`src/rtl/sync_fifo_buf.sv`:
```
// Single-clock FIFO buffer with registered read port, occupancy count, registered
// full/empty/threshold flags and sticky overflow/underflow error flags.
// Pointers carry one extra wrap bit; the low ADDR_WIDTH bits address the storage array.

module sync_fifo_buf #(
  parameter int unsigned DATA_WIDTH = 8,
  parameter int unsigned ADDR_WIDTH = 3,
  parameter int unsigned AF_LEVEL   = 6,
  parameter int unsigned AE_LEVEL   = 1
) (
  input  logic                  wclk,
  input  logic                  wrst,
  input  logic                  wen,
  input  logic [DATA_WIDTH-1:0] wdata,
  input  logic                  ren,
  output logic [DATA_WIDTH-1:0] rdata,
  output logic                  rvalid,
  output logic                  wfull,
  output logic                  rempty,
  output logic                  almost_full,
  output logic                  almost_empty,
  output logic [ADDR_WIDTH:0]   count,
  output logic                  overflow,
  output logic                  underflow,
  input  logic                  err_clr
);

  localparam int unsigned DEPTH = 1 << ADDR_WIDTH;
  localparam int unsigned CntW  = ADDR_WIDTH + 1;

  // Count-width constants so every flag compare is width-matched.
  localparam logic [ADDR_WIDTH:0] DepthCnt = {1'b1, {ADDR_WIDTH{1'b0}}};
  localparam logic [ADDR_WIDTH:0] AfLevel  = CntW'(AF_LEVEL);
  localparam logic [ADDR_WIDTH:0] AeLevel  = CntW'(AE_LEVEL);
  localparam logic [ADDR_WIDTH:0] PtrOne   = {{ADDR_WIDTH{1'b0}}, 1'b1};

  // Storage is deliberately not reset.
  logic [DATA_WIDTH-1:0] mem_q [DEPTH];

  logic [ADDR_WIDTH:0]   wptr_q, wptr_d;
  logic [ADDR_WIDTH:0]   rptr_q, rptr_d;
  logic [ADDR_WIDTH:0]   count_q, count_d;
  logic [DATA_WIDTH-1:0] rdata_q, rdata_d;
  logic                  rvalid_q, rvalid_d;
  logic                  wfull_q, wfull_d;
  logic                  rempty_q, rempty_d;
  logic                  af_q, af_d;
  logic                  ae_q, ae_d;
  logic                  overflow_q, overflow_d;
  logic                  underflow_q, underflow_d;

  logic                  rd_ok;
  logic                  wr_ok;
  logic [ADDR_WIDTH-1:0] waddr;
  logic [ADDR_WIDTH-1:0] raddr;

  assign waddr = wptr_q[ADDR_WIDTH-1:0];
  assign raddr = rptr_q[ADDR_WIDTH-1:0];

  // Accept decisions; a read at full frees the slot a simultaneous write needs,
  // but a write at empty never feeds a simultaneous read (no bypass).
  always_comb begin
    rd_ok = ren & ~rempty_q;
    wr_ok = wen & (~wfull_q | rd_ok);
  end

  // Pointer and occupancy next state.
  always_comb begin
    wptr_d  = wptr_q;
    rptr_d  = rptr_q;
    count_d = count_q;
    if (wr_ok) begin
      wptr_d = wptr_q + PtrOne;
    end
    if (rd_ok) begin
      rptr_d = rptr_q + PtrOne;
    end
    unique case ({wr_ok, rd_ok})
      2'b10:   count_d = count_q + PtrOne;
      2'b01:   count_d = count_q - PtrOne;
      default: count_d = count_q;
    endcase
  end

  // Flags follow next-state count so they register coherently with count.
  always_comb begin
    wfull_d  = (count_d == DepthCnt);
    rempty_d = (count_d == '0);
    af_d     = (count_d >= AfLevel);
    ae_d     = (count_d <= AeLevel);
  end

  // Registered read port; rdata holds between reads.
  always_comb begin
    rdata_d  = rdata_q;
    rvalid_d = rd_ok;
    if (rd_ok) begin
      rdata_d = mem_q[raddr];
    end
  end

  // Sticky error flags; a new rejection in the err_clr cycle keeps the flag set.
  always_comb begin
    overflow_d  = err_clr ? 1'b0 : overflow_q;
    underflow_d = err_clr ? 1'b0 : underflow_q;
    if (wen & ~wr_ok) begin
      overflow_d = 1'b1;
    end
    if (ren & ~rd_ok) begin
      underflow_d = 1'b1;
    end
  end

  // Control state with synchronous reset.
  always_ff @(posedge wclk) begin
    if (wrst) begin
      wptr_q      <= '0;
      rptr_q      <= '0;
      count_q     <= '0;
      rdata_q     <= '0;
      rvalid_q    <= 1'b0;
      wfull_q     <= 1'b0;
      rempty_q    <= 1'b1;
      af_q        <= 1'b0;
      ae_q        <= 1'b1;
      overflow_q  <= 1'b0;
      underflow_q <= 1'b0;
    end else begin
      wptr_q      <= wptr_d;
      rptr_q      <= rptr_d;
      count_q     <= count_d;
      rdata_q     <= rdata_d;
      rvalid_q    <= rvalid_d;
      wfull_q     <= wfull_d;
      rempty_q    <= rempty_d;
      af_q        <= af_d;
      ae_q        <= ae_d;
      overflow_q  <= overflow_d;
      underflow_q <= underflow_d;
    end
  end

  // Storage write; writes presented during reset are dropped.
  always_ff @(posedge wclk) begin
    if (!wrst && wr_ok) begin
      mem_q[waddr] <= wdata;
    end
  end

  assign rdata        = rdata_q;
  assign rvalid       = rvalid_q;
  assign wfull        = wfull_q;
  assign rempty       = rempty_q;
  assign almost_full  = af_q;
  assign almost_empty = ae_q;
  assign count        = count_q;
  assign overflow     = overflow_q;
  assign underflow    = underflow_q;

endmodule

```
`config.mk`:
```
export PLATFORM = sky130hd
export DESIGN_NAME = sync_fifo_buf
export DESIGN_NICKNAME = d
export VERILOG_FILES = /design/src/rtl/sync_fifo_buf.sv
export SDC_FILE = /design/constraint.sdc
export NUM_CORES = 1
export LEC_CHECK = 0
export CORE_AREA = 5 5 97 99
export DETAILED_ROUTE_END_ITERATION = 8
export DIE_AREA = 0 0 102 104
export PLACE_DENSITY_LB_ADDON = 0.1
export SLEW_MARGIN = 0
export SYNTH_ARGS = -nofsm -noshare
export SYNTH_HDL_FRONTEND = slang
export SYNTH_SLANG_ARGS = --single-unit
```
`constraint.sdc`:
```
create_clock -name wclk -period 2.72 [get_ports wclk]
set_input_delay 0.544 -clock wclk [delete_from_list [all_inputs] [get_ports wclk]]
set_output_delay 0.544 -clock wclk [all_outputs]
set_load 0.02 [all_outputs]
```
**Yosys cells after proc, flatten, opt, wreduce, memory -nomap -nowiden**

Memories as Yosys holds them, arrays and structs flattened. A register that Yosys moved wholly into a read port is not among the register bits.
Index checks and enable logic that the tools add are counted.

- Bits in registers: 19
- Latch bits: 0
- Memory bits (writable): 64
- ROM bits: 0
- Input port bits: 13
- Word-level logic and storage cells: 40
- Memories: 1

Memory list:

| memory | words | width | rd ports | clocked after Yosys merged registers in | write ports | RTL line | source |
|---|---|---|---|---|---|---|---|
| mem_q | 8 | 8 | 1 | 1 | 1 | 38 | `logic [DATA_WIDTH-1:0] mem_q [DEPTH];` |

- Add/sub/neg operators: 4
- $mul: 0
- Divide/modulo/power cells: 0
- Order comparisons: 2
- Equal/unequal tests: 3
- Shifts and indexed selects: 0
- Muxes and demuxes: 6
- Bitwise operators: 9
- Reductions and logical operators: 5

Operators with widths:

| operator | number |
|---|---|
| $add A4 B1 Y4 const B | 3 |
| $pmux W4 S2 | 1 |
| $mux W1 | 5 |
| $and A1 B1 Y1 | 4 |
| $eq A4 B4 Y1 const B | 1 |
| $ge A4 B3 Y1 const B | 1 |
| $le A4 B1 Y1 const B | 1 |
| $logic_not A4 Y1 | 1 |
| $not A1 Y1 | 4 |
| $reduce_bool A2 Y1 | 2 |
| $sub A4 B1 Y4 const B | 1 |
| $eq A2 B1 Y1 const B | 1 |
| $eq A2 B2 Y1 const B | 1 |
| $logic_and A1 B1 Y1 | 1 |
| $logic_not A1 Y1 | 1 |
| $or A1 B1 Y1 | 1 |

**Logic depth before layout (Yosys ltp)**

- Depth after elaboration: 7
- Mapped depth: 12

**Least setup slack after synthesis**

OpenSTA, ideal clock, no wires.

- Path type: input to register
- Start: input port ren
- End: register rempty_q (netlist: rempty)
- Data arrival time: 2.519 ns
- Required time: 2.654 ns
- Setup slack: 0.134 ns
- Cell stages on the path: 12
- Buffers on the path: 2
- Cell sequence: nand2b_1 inv_1 clkbuf_1 ha_1 buf_2 xor2_1 ha_1 a21oi_1 xnor3_1 nor3_1 mux2i_1 a21oi_2

- Cells in the longest elaborated chain, start to end: 6
- Elaborated cells on any way between the ends: 7

Ends and longest elaborated chain:

| element | RTL line | source |
|---|---|---|
| start: declaration | 15 | `input logic ren,` |
| $and A1 B1 Y1 (*) | 63 | `rd_ok = ren & ~rempty_q;` |
| net rd_ok | 52 | `logic rd_ok;` |
| $or A1 B1 Y1 | 64 | `wr_ok = wen & (~wfull_q \| rd_ok);` |
| $and A1 B1 Y1 | 64 |  |
| $eq A2 B1 Y1 / $eq A2 B2 Y1 (equally long branches) | 78 | `unique case ({wr_ok, rd_ok})` |
| $pmux W4 S2 (*) | 78 |  |
| $logic_not A4 Y1 (*) | 88 | `rempty_d = (count_d == '0);` |
| end signal: assignment | 135 | `rempty_q <= rempty_d;` |
| end: declaration | 46 | `logic rempty_q, rempty_d;` |

The timed path passes the listed nets; every way through them passes the cells marked *.
A chain may end at the register's enable or synchronous reset.

**Worst setup path in the final report**

- Start: input port ren
- End: register af_q (netlist: almost_full)

- Cells in the longest elaborated chain, start to end: 6
- Elaborated cells on any way between the ends: 7

Ends and longest elaborated chain:

| element | RTL line | source |
|---|---|---|
| $and A1 B1 Y1 (*) | 63 |  |
| $or A1 B1 Y1 | 64 |  |
| $and A1 B1 Y1 | 64 |  |
| $eq A2 B1 Y1 / $eq A2 B2 Y1 (equally long branches) | 78 |  |
| $pmux W4 S2 (*) | 78 |  |
| $ge A4 B3 Y1 (*) | 89 | `af_d = (count_d >= AfLevel);` |
| end signal: assignment | 124 | `af_q <= 1'b0;` |
| end signal: assignment | 136 | `af_q <= af_d;` |
| end: declaration | 47 | `logic af_q, af_d;` |

Every way passes the cells marked *; elsewhere a longest branch is shown, timed or not.

==> results.toml <==
[outcome]
status = "finished clean"

[timing]
hold_viol = 0
setup_viol = 0
skew_ps = 12.8
maxSlewViolCount = 0
slew_headroom_pct = 57.3
tns_ps = 0
rsz0062_at_grt = "false"
worst_slack_ps = 163
period_share_pct = 94.0
period_needed_ps = 2560
worstMarginPinSlew_ps = 640
fmax_ghz = 0.391

[power_and_ir_drop]
p_per_area_nw_per_um2 = 739
p_leak_nw = 1.48
vdd_ir_drop_max_uv = 244
p_total_w = 0.00320

[floorplanning]
start_util_pct = 41.3
core_area_um2 = 8470
dieArea_um2 = 10600
dieWidth_um = 102
die_h_um = 104
ios = 32
row_count = 34

[setup_path]
cpPeakStageDelay_ps = 490
crit_family = "buffers and inverters"
worstRegToRegCells = 12
required_ps = 2980
r2r-start = "rempty"
crit_chain = "clkdlybuf4s50_1, nand2b_1, a21boi_2, inv_1, ha_1, xor2_1, ha_1, a21oi_2, buf_4, xor2_1, nor2_1, xnor2_1, o31ai_1"
path_max_fanout = 3
crit_type = "input pin to register"
cp-start-kind = "input pin"
crit_cells = 13
critPathSlowestCell = "clkdlybuf4s50_1"
timing.critical_path.buf_inv = 3
crit_arrival_ps = 2820
end_kind = "register"
r2r_end = "almost_full"
r2r_slack_ps = 440

[global_routing]
grt_pass1_vias = 1993
grt_first_pass_wirelength_mm = 10.7
antenna_found_initial = 0
grt_util_all_layers_pct = 13.6
grt_max_degree = 20
grt-ovfl-total = 0

[min_path]
min_path_cells = 2
whs_endpoint = "rptr_q[1]"
hold_path_startpoint = "rptr_q[1]"
min_path_type = "register to register"

[clock_tree]
post-cts-setup-buffer-count = 0
ctsHoldBuffers = 0
cts.htree.levels = 3
cts.sinks = 89
root_buffer = "clkbuf_8"
clkLatencyLatePin_ps = 350
cts_tree = "done"
cts_buffer_depth = 2
cts_made_buffers = 9
cts.clk_slew.worst_paths_ps = 90

[detailed_routing]
first_pass_iters = 4
drt.antenna.violating_nets = 0
routed_via_density = 5.03
route.vias.total = 1935
wirelength_mm = 6.66
drc = 0
avgRoutedWirePerCell_um = 17.3
drt_iter0_drc = 93

[layout]
area_delta_synth_final_pct = 24.0
num_antenna_cells = 0
finalInstanceArea_um2 = 4340
final_layout_size_suffix_gt1_share_pct = 26.0
fin_nets = 290

[yosys]
synth_top_cell_by_area = "edfxtp_1"
synth_nets = 229
seq_area_frac_synth_pct = 69.2
ys.flop_type = "edfxtp_1"
yosys_warnings = 0
synth_common_cells = "edfxtp_1, dfxtp_1, mux4_2"
syn_area_um2 = 3500
synth_area_leaders = "edfxtp_1, dfxtp_1, mux4_2, mux2i_1, a21oi_1"
synth-async-reset-ratio_pct = 0
synth-seq-cells = 89
synth.avg_cell_area_um2 = 16.6
synth.top_cell.area_share_pct = 54.9
netlist_instances = 211
yosysUniqueCellTypes = 34
synth-edff-count = 64
synth.most_common_cell = "edfxtp_1"

[placement]
hpwl_mm = 4.55
gp_congestion = 0.685
dp_slack_ps = -242
numPortBuffers = 31
dpl_cell_area_um2 = 4160

[flow_run]
cap_violations = 0
==> cells by family after synthesis <==
family / Yosys count / share of synthesized area [%]
DFF: 89 / 69.2
and+or+nand+nor: 37 / 5.68
AOI/OAI and AO/OA: 28 / 4.65
muxes: 28 / 13.9
buffers and inverters: 16 / 2.32
xor gates and xnor gates: 8 / 2.40
adders and majority gates: 5 / 1.79
==> sequential cells by signal (all words and copies together), names as in the netlist <==
signal / count
almost_full: 1
rempty: 1
count: 4
underflow: 1
almost_empty: 1
rptr_q: 3
wptr_q: 3
rdata: 8
rvalid: 1
wfull: 1
overflow: 1
mem_q: 64
==> layout make-up <==
type	instances	area, um^2
clock buffers	9	124
repair buffers	61	548
multi-input cells	106	1050
flip-flops and latches	89	2420
clock inverters	7	45.0
fillers	737	4130
inverters	5	18.8
well taps	108	135
==> stage by stage <==
step	hold slack (ps)	std cells	util [%]
3_5_place_dp	457	369	49.1
3_3_place_gp	446	369	49.1
2_1_floorplan	462	211	-
5_1_grt	519	385	51.3
4_1_cts	472	385	51.1
6_report	469	385	51.3
==> worst max path at each step <==
| stage | from | end | slack [ps] |
|---|---|---|---|
| final | ren | almost_full | 160 |
| after global routing | ren | almost_full | 10 |
| after CTS | ren | rempty | 110 |
| after detailed placement | ren | almost_full | -240 |
| after global placement | ren | rempty | -190 |
| after floorplan | ren | rempty | 130 |
==> worst register-to-register path, stage by stage, from the launching register on <==
cell      delay (ps)
dfxtp_1          330
nand2b_1         200
a21boi_2         190
inv_1             70
ha_1             210
xor2_1           170
ha_1             210
a21oi_2          130
buf_4            130
xor2_1           130
nor2_1            60
xnor2_1          130
o31ai_1          250
==> cells in the final DEF, fill, tap and decap left out, types with 2 or more instances in the layout <==
| cell | synthesis | layout |
|---|---|---|
| nor2_1 | 14 | 14 |
| nand2b_1 | 2 | 2 |
| o21ai_0 | 9 | 9 |
| clkdlybuf4s50_1 | 0 | 31 |
| a21oi_2 | 1 | 3 |
| clkbuf_8 | 0 | 9 |
| xnor2_1 | 2 | 2 |
| ha_1 | 5 | 5 |
| mux2i_1 | 11 | 11 |
| nor4b_2 | 0 | 4 |
| clkinvlp_4 | 0 | 2 |
| xor2_1 | 5 | 5 |
| nand2_1 | 8 | 8 |
| inv_1 | 4 | 4 |
| mux4_2 | 15 | 15 |
| dfxtp_1 | 25 | 25 |
| and4bb_1 | 2 | 2 |
| nor4_2 | 0 | 2 |
| buf_4 | 0 | 29 |
| clkinv_1 | 0 | 2 |
| edfxtp_1 | 64 | 64 |
| a21oi_1 | 13 | 11 |
==> routing by layer <==
metal  share of wire (%)  routed length (um)  vias up  global-route usage, %
met3                 3.7                 247        8                   3.29
met5                   0                   0        -                      0
met1                  47                3130      962                   18.8
met4                 1.4                  92        0                   5.06
li1                    -                   -      932                      -
met2                  48                3190       33                   20.7
==> report_power, final <==
part           internal (W)  switching [W]
logic              0.000419       0.000365
clock network      0.000329       0.000462
registers           0.00154      0.0000873
==> repair_timing <==
| item | in CTS | in global routing |
|---|---|---|
| endpoints found under the hold margin | 0 | 0 |
| setup endpoints to repair | 0 | 3 |
| gates resized for setup | 0 | 3 |
No activity file was read; power rests on OpenSTA's default activity.
